File: config.mk
export PLATFORM = sky130hd
export DESIGN_NAME = tlp_hdr_tx
export DESIGN_NICKNAME = d
export VERILOG_FILES = /design/src/rtl/tlp_pkg.sv /design/src/rtl/tlp_fmt_type_enc.sv /design/src/rtl/tlp_hdr_tx.sv
export SDC_FILE = /design/constraint.sdc
export NUM_CORES = 1
export LEC_CHECK = 0
export BUFFER_PORTS_ARGS = -buffer_cell sky130_fd_sc_hd__buf_2
export CORE_UTILIZATION = 55
export DETAILED_ROUTE_END_ITERATION = 6
export PLACE_DENSITY = 0.79
export SETUP_SLACK_MARGIN = 0.3
export SLEW_MARGIN = 30
export SYNTH_ARGS = -nofsm -noshare
export SYNTH_HDL_FRONTEND = slang
export SYNTH_HIERARCHICAL = 1
export SYNTH_SLANG_ARGS = --single-unit
File: constraint.sdc
create_clock -name clk -period 2.5 [get_ports clk]
set_clock_uncertainty 0.1 [all_clocks]
set_input_delay 0.25 -clock clk [delete_from_list [all_inputs] [get_ports clk]]
set_output_delay 0.25 -clock clk [all_outputs]
set_load 0.005 [all_outputs]
File: src/rtl/tlp_pkg.sv
// ---------------------------------------------------------------------------
// tlp_pkg
// Shared constants for the TLP transmit path.
//   - FT_*       fmt/type byte values, identical to what the detector's type
//                decoder matches on, so TX -> detector loopback is lossless
//   - IDX_*      bit positions of each type in the one-hot req_type vector
//   - HDR_BYTES / PAY_BYTES and the derived last-byte indices
//   - tx_state_e transmit FSM states
// ---------------------------------------------------------------------------
package tlp_pkg;

    localparam logic [7:0] FT_MRD32  = 8'h00;
    localparam logic [7:0] FT_MRDLK  = 8'h01;
    localparam logic [7:0] FT_IORD   = 8'h02;
    localparam logic [7:0] FT_IOWR   = 8'h42;
    localparam logic [7:0] FT_CFGRD0 = 8'h04;
    localparam logic [7:0] FT_CFGWR0 = 8'h44;
    localparam logic [7:0] FT_CFGRD1 = 8'h05;
    localparam logic [7:0] FT_CFGWR1 = 8'h45;
    localparam logic [7:0] FT_CPL    = 8'h0A;
    localparam logic [7:0] FT_CPLD   = 8'h4A;

    localparam int IDX_MRD32  = 0;
    localparam int IDX_MRDLK  = 1;
    localparam int IDX_IORD   = 2;
    localparam int IDX_IOWR   = 3;
    localparam int IDX_CFGRD0 = 4;
    localparam int IDX_CFGWR0 = 5;
    localparam int IDX_CFGRD1 = 6;
    localparam int IDX_CFGWR1 = 7;
    localparam int IDX_CPL    = 8;
    localparam int IDX_CPLD   = 9;
    localparam int NUM_TYPES  = 10;

    localparam int HDR_BYTES = 12;
    localparam int PAY_BYTES = 4;

    localparam logic [3:0] LAST_HDR_BYTE = 4'(HDR_BYTES - 1);
    localparam logic [3:0] LAST_PAY_BYTE = 4'(HDR_BYTES + PAY_BYTES - 1);

    typedef enum logic [1:0] {
        ST_IDLE = 2'd0,
        ST_HDR  = 2'd1,
        ST_PAY  = 2'd2
    } tx_state_e;

endpackage

File: src/rtl/tlp_fmt_type_enc.sv
// ---------------------------------------------------------------------------
// tlp_fmt_type_enc
// Combinational one-hot request type -> fmt/type byte encoder; the exact
// inverse of the detector's type decoder.
//   req_type  in  10  one-hot type request
//   fmt_type  out 8   fmt/type byte (00 when req_type is not one-hot)
//   onehot_ok out 1   req_type has exactly one bit set
//   has_data  out 1   type carries a one-DW payload (fmt bit 6)
// ---------------------------------------------------------------------------
module tlp_fmt_type_enc
    import tlp_pkg::*;
(
    input  logic [NUM_TYPES-1:0] req_type,
    output logic [7:0]           fmt_type,
    output logic                 onehot_ok,
    output logic                 has_data
);

    always_comb begin
        fmt_type  = 8'h00;
        onehot_ok = 1'b1;
        case (req_type)
            10'h001: fmt_type = FT_MRD32;
            10'h002: fmt_type = FT_MRDLK;
            10'h004: fmt_type = FT_IORD;
            10'h008: fmt_type = FT_IOWR;
            10'h010: fmt_type = FT_CFGRD0;
            10'h020: fmt_type = FT_CFGWR0;
            10'h040: fmt_type = FT_CFGRD1;
            10'h080: fmt_type = FT_CFGWR1;
            10'h100: fmt_type = FT_CPL;
            10'h200: fmt_type = FT_CPLD;
            default: onehot_ok = 1'b0;
        endcase
        has_data = fmt_type[6];
    end

endmodule

File: src/rtl/tlp_hdr_tx.sv
// ---------------------------------------------------------------------------
// tlp_hdr_tx
// Serialises a one-hot TLP request into a 3DW header (plus one payload DW
// for write/CplD types) as a byte stream with sop/eop/valid/ready framing.
//   clk, rst_n            clock, asynchronous active-low reset
//   req_valid/req_ready   request handshake (ready only while idle)
//   req_type/length/addr/tag/data  request fields, captured on accept
//   tx_data/valid/ready/sop/eop    output byte stream
//   err_type              1-cycle pulse after accepting a non-one-hot type
//   tlp_count             number of TLPs whose eop byte was handshaken
// ---------------------------------------------------------------------------
module tlp_hdr_tx
    import tlp_pkg::*;
#(
    parameter logic [15:0] REQ_ID = 16'h0100,
    parameter int          CNT_W  = 16
)
(
    input  logic                 clk,
    input  logic                 rst_n,
    input  logic                 req_valid,
    output logic                 req_ready,
    input  logic [NUM_TYPES-1:0] req_type,
    input  logic [9:0]           req_length,
    input  logic [31:0]          req_addr,
    input  logic [7:0]           req_tag,
    input  logic [31:0]          req_data,
    output logic [7:0]           tx_data,
    output logic                 tx_valid,
    input  logic                 tx_ready,
    output logic                 tx_sop,
    output logic                 tx_eop,
    output logic                 err_type,
    output logic [CNT_W-1:0]     tlp_count
);

    tx_state_e        state_q, state_d;
    logic [3:0]       byteCnt_q, byteCnt_d;
    logic [7:0]       fmtType_q;
    logic             hasData_q;
    logic             isCpl_q;
    logic [9:0]       length_q;
    logic [31:0]      addr_q;
    logic [7:0]       tag_q;
    logic [31:0]      data_q;
    logic             err_q;
    logic [CNT_W-1:0] count_q, count_d;

    logic [7:0] encFmtType;
    logic       encOnehotOk;
    logic       encHasData;
    logic       accept;
    logic       txFire;

    tlp_fmt_type_enc u_enc (
        .req_type  (req_type),
        .fmt_type  (encFmtType),
        .onehot_ok (encOnehotOk),
        .has_data  (encHasData)
    );

    // rst_n gates ready so nothing is accepted while reset is held.
    assign req_ready = (state_q == ST_IDLE) && rst_n;
    assign accept    = req_valid && req_ready;
    assign tx_valid  = (state_q != ST_IDLE);
    assign txFire    = tx_valid && tx_ready;
    assign tx_sop    = tx_valid && (byteCnt_q == 4'd0);
    assign tx_eop    = tx_valid && (hasData_q ? (byteCnt_q == LAST_PAY_BYTE)
                                              : (byteCnt_q == LAST_HDR_BYTE));
    assign err_type  = err_q;
    assign tlp_count = count_q;

    always_comb begin
        state_d   = state_q;
        byteCnt_d = byteCnt_q;
        count_d   = count_q;
        case (state_q)
            ST_IDLE: begin
                byteCnt_d = 4'd0;
                if (accept && encOnehotOk) begin
                    state_d = ST_HDR;
                end
            end
            ST_HDR: begin
                if (txFire) begin
                    if (byteCnt_q == LAST_HDR_BYTE) begin
                        if (hasData_q) begin
                            state_d   = ST_PAY;
                            byteCnt_d = byteCnt_q + 4'd1;
                        end else begin
                            state_d   = ST_IDLE;
                            byteCnt_d = 4'd0;
                        end
                    end else begin
                        byteCnt_d = byteCnt_q + 4'd1;
                    end
                end
            end
            ST_PAY: begin
                if (txFire) begin
                    if (byteCnt_q == LAST_PAY_BYTE) begin
                        state_d   = ST_IDLE;
                        byteCnt_d = 4'd0;
                    end else begin
                        byteCnt_d = byteCnt_q + 4'd1;
                    end
                end
            end
            default: begin
                state_d   = ST_IDLE;
                byteCnt_d = 4'd0;
            end
        endcase
        if (txFire && tx_eop) begin
            count_d = count_q + CNT_W'(1);
        end
    end

    always_ff @(posedge clk or negedge rst_n) begin
        if (!rst_n) begin
            state_q   <= ST_IDLE;
            byteCnt_q <= 4'd0;
            err_q     <= 1'b0;
            count_q   <= '0;
        end else begin
            state_q   <= state_d;
            byteCnt_q <= byteCnt_d;
            err_q     <= accept && !encOnehotOk;
            count_q   <= count_d;
        end
    end

    // Length is forced to 1 DW for everything except the memory reads.
    always_ff @(posedge clk or negedge rst_n) begin
        if (!rst_n) begin
            fmtType_q <= 8'h00;
            hasData_q <= 1'b0;
            isCpl_q   <= 1'b0;
            length_q  <= 10'd0;
            addr_q    <= 32'd0;
            tag_q     <= 8'd0;
            data_q    <= 32'd0;
        end else if (accept && encOnehotOk) begin
            fmtType_q <= encFmtType;
            hasData_q <= encHasData;
            isCpl_q   <= req_type[IDX_CPL] || req_type[IDX_CPLD];
            length_q  <= (req_type[IDX_MRD32] || req_type[IDX_MRDLK]) ? req_length : 10'd1;
            addr_q    <= req_addr;
            tag_q     <= req_tag;
            data_q    <= req_data;
        end
    end

    // Bytes 6..11 differ between request and completion header layouts.
    always_comb begin
        tx_data = 8'h00;
        if (tx_valid) begin
            case (byteCnt_q)
                4'd0:  tx_data = fmtType_q;
                4'd1:  tx_data = 8'h00;
                4'd2:  tx_data = {6'b0, length_q[9:8]};
                4'd3:  tx_data = length_q[7:0];
                4'd4:  tx_data = REQ_ID[15:8];
                4'd5:  tx_data = REQ_ID[7:0];
                4'd6:  tx_data = isCpl_q ? 8'h00 : tag_q;
                4'd7:  tx_data = isCpl_q ? (hasData_q ? 8'h04 : 8'h00) : 8'h0F;
                4'd8:  tx_data = addr_q[31:24];
                4'd9:  tx_data = addr_q[23:16];
                4'd10: tx_data = isCpl_q ? tag_q : addr_q[15:8];
                4'd11: tx_data = isCpl_q ? {1'b0, addr_q[6:0]} : {addr_q[7:2], 2'b00};
                4'd12: tx_data = data_q[31:24];
                4'd13: tx_data = data_q[23:16];
                4'd14: tx_data = data_q[15:8];
                4'd15: tx_data = data_q[7:0];
                default: tx_data = 8'h00;
            endcase
        end
    end

endmodule
==> flow_summary.toml, run 1 <==
[placement]
port_buffers = 124
place_area_mm2 = 0.006771
place_congestion = 0.9836
hpwl_um = 11030

[pwr]
ir_drop_mv = 0.4518
power-per-cell-area_mw_per_mm2 = 596.0
leakagePower_nw = 4.205

[synthesis]
syn_area_per_cell_um2 = 11.17
synth.distinct_cells = 62
syn-cell-area_mm2 = 0.005833
synth_top_cell_by_area = "dfrtp_1"
synth.top_cell.area_share_pct = 49.34
syn_inst = 522
synth_area_leaders = "dfrtp_1, mux2_2, nand2_1, o21ai_0, buf_2"
synthArstFlopShare_pct = 100.0
synth.most_common_cell = "dfrtp_1"
synth_seq_cells = 115
synth_edf_count = 0
seq_area_frac_synth_pct = 49.34
ys.flop_type = "dfrtp_1"
synthTopCellsByCount = "dfrtp_1, mux2_2, nand2_1, o21ai_0"
ys.warnings.count = 6

[cells_and_area]
finish.utilization_pct = 83.67
n_fill_cell = 512
final-seq-area_mm2 = 0.002882
final_nets = 876
antenna_cells = 0
area_growth_pct = 48.09
stdcell_area_mm2 = 0.008638
multi_input_area_mm2 = 0.002978
drive_gt1_share_pct = 42.07

[timing]
fin_crit_ns = 3.243
hold_viol = 0
setup_viol = 8
timing.hold.ws_ns = 0.02563
slew_headroom_pct = 54.20
slew_violations = 0
rsz0062_at_grt = "true"
fin_crit_sh_pct = 129.7
setup_slack_ns = -0.7429
tightest_slew_ns = 0.6871
clock.fmax_mhz = 308.4
fin_setup_tns_ns = -4.236

[grt]
antenna_found_initial = 0
grt-ovfl-total = 0
grtUsageTotal_pct = 37.63
grt_pass1_wl_um = 31310
grt_max_degree = 55
grt_pass1_vias = 5955

[clock_tree]
cts_tree = "built"
cts.sinks = 115
cts_htree_levels = 4
ctsRootBufferMaster = "clkbuf_8"
clock_path_buffers = 2
clkLatencyLatePin_ns = 0.53
clk_pin_slew_ns = 0.06
cts_buffers = 17

[worst_setup_path]
worstSetupStartpointType = "flop"
endpoint_kind = "primary output"
crit_type = "flop to primary output"
arrival_ns = 2.89
required_ns = 2.15
cp_top_family = "compound AO/OA/AOI/OAI gates"
cpMaxStageDelayCell = "dfrtp_2"
max_stage_delay_ns = 0.49
cp_cell_sequence = "inv_4, ha_4, buf_4, buf_6, a222oi_1, nor2_1, a311oi_1, a41oi_1, buf_2"
critical_path_buf_inv_count = 4
cp_max_fo = 6

[floorplanning]
ios = 125
row_count = 37
die_h_um = 105.0
start_util_pct = 56.50
core-area_mm2 = 0.01032
die_w_um = 105.0
die_area_mm2 = 0.01102

[min_path]
hold_class = "primary input to asynchronous set/reset pin"

[run]
drv_cap = 0

[drt]
routedWlPerCell_um = 22.44
dr.pass1.iters = 7
antenna_left = 0
wl_um = 20600
drt_first_iter_violations = 819
vias = 5715
drc = 103
viasPerCell = 6.225

[status]
violations = "design-rule violations, negative setup slack"
outcome = "complete, but fails checks"
[per-stage QoR]
stage	setup slack [ns]	instances	power [mW]
6_report	-0.7429	918	5.149
5_1_grt	-0.7059	918	5.291
4_1_cts	-0.3804	908	4.975
3_5_place_dp	-0.002729	785	2.593
3_3_place_gp	0.09177	785	2.568
2_1_floorplan	0.3037	524	2.317
[final cells by class]
class                   instances  area share, %
multi-input cells             363          34.47
inverters                      12         0.5794
clock buffers                  24          5.794
well taps                     136          1.970
repair buffers                263          23.25
flip-flops and latches        115          33.36
clock inverters                 5         0.5794
[power breakdown]
group	total (mW)	switching (mW)	internal (mW)	leakage (nW)
clock	2.28	0.833	1.45	0.278
combinational	0.824	0.424	0.400	2.35
sequential	2.04	0.0817	1.96	1.57
total	5.15	1.34	3.81	4.20
[state kept, by name (all words and copies together), names as in the netlist]
| name | cells |
|---|---|
| addr_q | 32 |
| state_q | 2 |
| isCpl_q | 1 |
| hasData_q | 1 |
| err_type | 1 |
| tag_q | 8 |
| tlp_count | 16 |
| byteCnt_q | 4 |
| data_q | 32 |
| fmtType_q | 8 |
| length_q | 10 |
[path summary, 6_finish.rpt]
kind	from	to	slack (ns)	depth (start not counted)
min reg2reg	tlp_count[15]$_DFFE_PN0P_	tlp_count[15]$_DFFE_PN0P_	0.37	1
min in group clk	req_type[8]	isCpl_q$_DFFE_PN0P_	0.03	3
max in group asynchronous	rst_n	byteCnt_q[1]$_DFFE_PN0P_	1.28	3
min	rst_n	tlp_count[13]$_DFFE_PN0P_	0.03	2
max	byteCnt_q[0]$_DFFE_PN0P_	tx_data[1]	-0.74	9
max reg2reg	state_q[0]$_DFFE_PN0P_	byteCnt_q[3]$_DFFE_PN0P_	0.30	7
[cells by family (layout without fill, tap and decap cells)]
family                     count (synthesis)  after routing  synth area share (%)
other                                      1              3               0.06429
muxes                                     90             90                 17.20
xor gates and xnor gates                  21             21                 3.153
and+or+nand+nor                          146            147                 13.00
AOI/OAI and AO/OA                         94             94                 11.63
adders and majority gates                  8              8                 1.716
buffers and inverters                     47            304                 3.904
DFF                                      115            115                 49.34
[cell usage in the layout (no fill, tap or decap), types with 10 or more instances in the layout]
master / instances
dlygate4sd3_1: 84
buf_2: 123
clkbuf_16: 16
a21oi_1: 12
buf_4: 38
nor3_1: 11
buf_6: 11
xor2_1: 10
dfrtp_1: 112
nand2_1: 47
nor2_1: 17
nand3_1: 18
xnor2_1: 10
o21ai_0: 22
mux2_2: 82
[layer usage]
| layer | vias up | track usage, % | routed length, um |
|---|---|---|---|
| li1 | 2400 | - | - |
| met3 | 156 | 9.295 | 1684 |
| met2 | 420 | 66.08 | 10290 |
| met4 | 0 | 19.62 | 1305 |
| met1 | 2739 | 42.23 | 7318 |
| met5 | - | 0 | 0 |
[timing repair]
item / in CTS / in global routing
resized for setup: 45 / 22
cloned: 2 / 0
buffers inserted: 8 / 10
endpoints found under the setup margin: 11 / 15
hold endpoints to repair: 100 / 0
hold buffers: 84 / 0
pin swaps: 16 / 17
(Power assumes the default switching activity.)
==> run 2: changes to the inputs <==
--- a/config.mk
+++ b/config.mk
@@ -9,7 +9,7 @@
 export CORE_UTILIZATION = 55
 export DETAILED_ROUTE_END_ITERATION = 6
 export PLACE_DENSITY = 0.79
-export SETUP_SLACK_MARGIN = 0.3
+export SETUP_SLACK_MARGIN = 0.05
 export SLEW_MARGIN = 30
 export SYNTH_ARGS = -nofsm -noshare
 export SYNTH_HDL_FRONTEND = slang
==> run 2 against run 1 <==
- the flow still finishes with violations (design-rule violations, negative setup slack)
- design area shrank 3.0%
- sequential power is essentially flat
- final cell count shrank 1.4%
- power grew 1.2%
- routed wire length shrank 8.9%
- combinational power shrank 13%
- worst hold slack lost 0.0024 ns
- via count shrank 4.4%
- first-iteration DRC count shrank 34%
- clock-buffer cell count shrank 2
- register-to-register slack lost 0.23 ns
- fmax grew 8.3%
- highest routed layer unchanged
==> flow_summary.toml, run 2 (synthesis gave the netlist of run 1 again) <==
[clock_tree]
clock_path_buffers = 2
clk_pin_slew_ns = 0.06
ctsRootBufferMaster = "clkbuf_8"
cts_htree_levels = 4
cts.sinks = 115
cts_buffers = 17
clkLatencyLatePin_ns = 0.52
cts_tree = "built"

[worst_setup_path]
worstSetupStartpointType = "flop"
crit_type = "flop to primary output"
required_ns = 2.15
cp_max_fo = 8
endpoint_kind = "primary output"
arrival_ns = 2.64

[floorplanning]
die_w_um = 105.0
row_count = 37
die_area_mm2 = 0.01102
core-area_mm2 = 0.01032
ios = 125
start_util_pct = 56.50
die_h_um = 105.0

[min_path]
hold_class = "primary input to flop"

[timing]
tightest_slew_ns = 0.6695
setup_viol = 8
fin_crit_sh_pct = 119.7
hold_viol = 0
clock.fmax_mhz = 334.1
rsz0062_at_grt = "true"
slew_headroom_pct = 55.37
slew_violations = 0
setup_slack_ns = -0.4934
fin_crit_ns = 2.993

[cells_and_area]
antenna_cells = 0
drive_gt1_share_pct = 39.40
n_fill_cell = 571
mostFrequentLayoutCells = "buf_2, dfrtp_1, dlygate4sd3_1, mux2_2, nand2_1"
multi_input_area_mm2 = 0.002838
finish.utilization_pct = 81.13
final_nets = 860
final_common_cell = "buf_2"
area_growth_pct = 43.59
final-seq-area_mm2 = 0.002880

[run]
drv_cap = 0

[grt]
grt_util_met1_pct = 38.28
antenna_found_initial = 0
grt_max_degree = 54
grt_pass1_wl_um = 29010
grtUsageTotal_pct = 35.14
busiest_layer = "met2"
met2_usage_pct = 62.58
grt_pass1_vias = 5681
grt_util_met3_pct = 8.796
grt-ovfl-total = 0

[placement]
port_buffers = 124
place_congestion = 0.9951
hpwl_um = 10910

[pwr]
ir_drop_mv = 0.4897
leakagePower_nw = 4.093
finalPower_mw = 5.211
power-per-cell-area_mw_per_mm2 = 622.1

[status]
outcome = "complete, but fails checks"
violations = "design-rule violations, negative setup slack"

[drt]
routedWlPerCell_um = 20.73
vias = 5464
dr.pass1.iters = 7
antenna_left = 0
viasPerCell = 6.038
wl_um = 18760
drt_first_iter_violations = 539
drc = 3
[run 2: per-layer routing]
layer / routed length, um / vias up
met1: 6561 / 2655
met4: 1027 / 0
met2: 9692 / 337
met5: 0 / -
li1: - / 2374
met3: 1478 / 98
[run 2: through the flow]
step	setup slack, ns	cell area, um2	setup TNS (ns)	hold slack [ns]	cells
5_1_grt	-0.5589	8376	-3.810	0.04056	905
4_1_cts	-0.3467	8277	-2.349	0.02366	902
3_3_place_gp	0.06452	6751	0	0.04883	784
3_5_place_dp	0.02312	6751	0	0.05084	784
6_report	-0.4934	8376	-3.345	0.02328	905
2_1_floorplan	0.2916	5841	0	-0.1456	524
[run 2: final cells by class]
class                   count  area share [%]
multi-input cells         362           33.88
clock buffers              22           5.527
flip-flops and latches    115           34.39
repair buffers            248           22.02
clock inverters            10           1.554
inverters                  12          0.5976
well taps                 136           2.032
[run 2: what timing repair did]
action                                 CTS  global route
cloned                                   0             1
setup endpoints to repair                8             9
gates resized for setup                 24            12
pin swaps                               13             6
hold buffers                            85             0
buffers inserted                         1             2
endpoints found under the hold margin  100             0
[run 2: where the power goes]
part	total [mW]	switching (mW)	leakage, nW	internal, mW
sequential	2.03	0.0731	1.58	1.96
clock	2.46	0.872	0.291	1.59
combinational	0.720	0.364	2.23	0.355
[run 2: path summary, 6_finish.rpt]
check / startpoint / slack, ns / endpoint / cells past startpoint
hold reg to reg: tlp_count[15]$_DFFE_PN0P_ / 0.37 / tlp_count[15]$_DFFE_PN0P_ / 1
max in group asynchronous: rst_n / 1.25 / byteCnt_q[0]$_DFFE_PN0P_ / 3
min in group asynchronous: rst_n / 0.05 / tlp_count[14]$_DFFE_PN0P_ / 2
setup / recovery: byteCnt_q[1]$_DFFE_PN0P_ / -0.49 / tx_data[6] / 9
hold / removal: req_type[9] / 0.02 / isCpl_q$_DFFE_PN0P_ / 3
setup reg to reg: byteCnt_q[0]$_DFFE_PN0P_ / 0.07 / byteCnt_q[0]$_DFFE_PN0P_ / 6
[run 2: critical path, cell delays in order, from the launching register on]
cell	delay [ns]
dfrtp_2	0.43
inv_4	0.06
ha_4	0.17
buf_6	0.13
buf_6	0.13
nor4_2	0.32
buf_4	0.22
a311oi_1	0.07
a311oi_1	0.38
buf_2	0.20
==> run 3: changes to the inputs <==
--- a/config.mk
+++ b/config.mk
@@ -6,9 +6,9 @@
 export NUM_CORES = 1
 export LEC_CHECK = 0
 export BUFFER_PORTS_ARGS = -buffer_cell sky130_fd_sc_hd__buf_2
-export CORE_UTILIZATION = 55
+export CORE_UTILIZATION = 50
 export DETAILED_ROUTE_END_ITERATION = 6
-export PLACE_DENSITY = 0.79
+export PLACE_DENSITY = 0.73
 export SETUP_SLACK_MARGIN = 0.05
 export SLEW_MARGIN = 30
 export SYNTH_ARGS = -nofsm -noshare
==> constraint.sdc (replaced) <==
create_clock -name clk -period 2.9 [get_ports clk]
set_clock_uncertainty 0.1 [all_clocks]
set_input_delay 0.29 -clock clk [delete_from_list [all_inputs] [get_ports clk]]
set_output_delay 0.29 -clock clk [all_outputs]
set_load 0.005 [all_outputs]
==> run 3 against run 2 <==
- setup slack improved by 0.59 ns
- the flow now finishes without violations
- critical path depth fell by 2
- design area fell by 12%
- power fell by 17%
==> flow_summary.toml, run 3 (synthesis gave the netlist of run 1 again) <==
[timing]
fin_crit_sh_pct = 96.60
slew_headroom_pct = 58.09
clock.fmax_mhz = 357.0
slew_violations = 0
setup_viol = 0
hold_viol = 0
rsz0062_at_grt = "true"
tightest_slew_ns = 0.6287
fin_crit_ns = 2.801
fin_setup_tns_ns = 0

[clock_tree]
clk_pin_slew_ns = 0.05
clock_path_buffers = 2
cts_tree = "built"
cts_buffers = 17
cts_htree_levels = 4
clkLatencyLatePin_ns = 0.41
ctsRootBufferMaster = "clkbuf_16"
cts.sinks = 115

[floorplanning]
die_w_um = 110.0
die_h_um = 110.0
ios = 125
core-area_mm2 = 0.01137
die_area_mm2 = 0.01210
row_count = 39
start_util_pct = 51.30

[cells_and_area]
area_growth_pct = 26.62
final_nets = 762
n_fill_cell = 911
final_common_cell = "buf_2"
multi_input_area_mm2 = 0.002814
final-seq-area_mm2 = 0.002880
stdcell_count = 814
antenna_cells = 0
drive_gt1_share_pct = 42.03
mostFrequentLayoutCells = "buf_2, dfrtp_1, mux2_2, nand2_1, o21ai_0"

[worst_setup_path]
critical_path_buf_inv_count = 2
max_stage_delay_ns = 0.43
crit_type = "flop to primary output"
cp_max_fo = 8
required_ns = 2.51
cpMaxStageDelayCell = "dfrtp_2"
r2r_cells = 5
regToRegSetupSlack_ns = 0.48
endpoint_kind = "primary output"
r2r-start = "byteCnt_q[2]$_DFFE_PN0P_"
cp_top_family = "compound AO/OA/AOI/OAI gates"
r2r-end = "tlp_count[13]$_DFFE_PN0P_"
arrival_ns = 2.41
cp_cell_sequence = "inv_2, ha_4, a222oi_1, a311oi_2, a2111oi_1, a211oi_1, buf_2"
worstSetupStartpointType = "flop"

[pwr]
power-per-cell-area_mw_per_mm2 = 587.8
ir_drop_mv = 0.5000
leakagePower_nw = 3.649
finalPower_mw = 4.342

[drt]
wl_met2_um = 6932
routedWlPerCell_um = 18.11
routedLengthMet1_um = 6326
antenna_left = 0
drc = 0
wl_um = 14740
dr.max_layer_used = "met4"
dr.pass1.iters = 7
vias = 4719
routed-wl-met3_um = 1042
drt_first_iter_violations = 389
viasPerCell = 5.797

[min_path]
worstHoldPathCells = 3
min_from = "req_valid"
min_to = "err_type$_DFF_PN0_"
hold_class = "primary input to flop"

[placement]
port_buffers = 124
hpwl_um = 10410
place_congestion = 0.9037
dp_cells = 778

[grt]
grt_max_degree = 117
grt_pass1_vias = 4653
grtUsageTotal_pct = 26.15
antenna_found_initial = 0
grt-ovfl-total = 0
grt_pass1_wl_um = 23350

[status]
outcome = "completed"

[run]
drv_cap = 0
-- run 3: worst reg2reg max path, delay by kind of cell (launching register included) --
| family | cells | cell delay (ns) |
|---|---|---|
| flops | 1 | 0.69 |
| buf+inv | 1 | 0.28 |
| xor+xnor | 2 | 0.34 |
| simple gates | 2 | 0.94 |
-- run 3: power by group --
part,internal (mW),total [mW],leakage [nW],switching [mW]
registers,1.69,1.74,1.58,0.0553
logic,0.214,0.477,1.78,0.263
clock network,1.41,2.12,0.296,0.712
-- run 3: area by class of cell --
type | instances | share of cell area, %
Clock buffer | 22 | 6.420
Clock inverter | 10 | 1.762
Inverter | 12 | 0.6099
Multi-Input combinational cell | 362 | 38.10
Sequential cell | 115 | 39.00
Tap cell | 143 | 2.423
Timing Repair Buffer | 150 | 11.69
-- run 3: timing repair --
item / CTS / global route
setup endpoints to repair: 8 / 8
setup buffers: 1 / 0
gates resized for setup: 10 / 11
hold buffers: 1 / 2
pin swaps: 0 / 5
hold endpoints to repair: 115 / 2
-- run 3: routing by layer --
metal | up-vias | track usage (%)
li1 | 2171 | -
met1 | 2321 | 33.23
met2 | 195 | 40.54
met3 | 32 | 8.642
met4 | 0 | 12.00
met5 | - | 0
-- run 3: how the worst max path moves through the flow --
| stage | from | end | cells past startpoint |
|---|---|---|---|
| 4_1_cts | byteCnt_q[1]$_DFFE_PN0P_ | tx_data[3] | 7 |
| 2_1_floorplan | req_type[9] | data_q[10]$_DFFE_PN0P_ | 7 |
| 5_1_grt | byteCnt_q[1]$_DFFE_PN0P_ | tx_data[3] | 7 |
| 3_5_place_dp | req_type[9] | data_q[5]$_DFFE_PN0P_ | 7 |
| 3_3_place_gp | byteCnt_q[0]$_DFFE_PN0P_ | tx_data[5] | 7 |
| 6_report | byteCnt_q[1]$_DFFE_PN0P_ | tx_data[3] | 7 |
-- run 3: stage by stage --
stage               area (um2)  hold WS, ns  worst slack (ns)  utilization, %
finish                    7386     0.007786           0.09856           64.96
global route              7386    0.0002328          -0.04096           64.96
CTS                       7317    0.0002984           0.06946           64.36
detailed placement        6663       0.3580            0.2107           58.60
global placement          6663       0.3531            0.2365           58.60
floorplan                 5841      -0.1056            0.6516               -
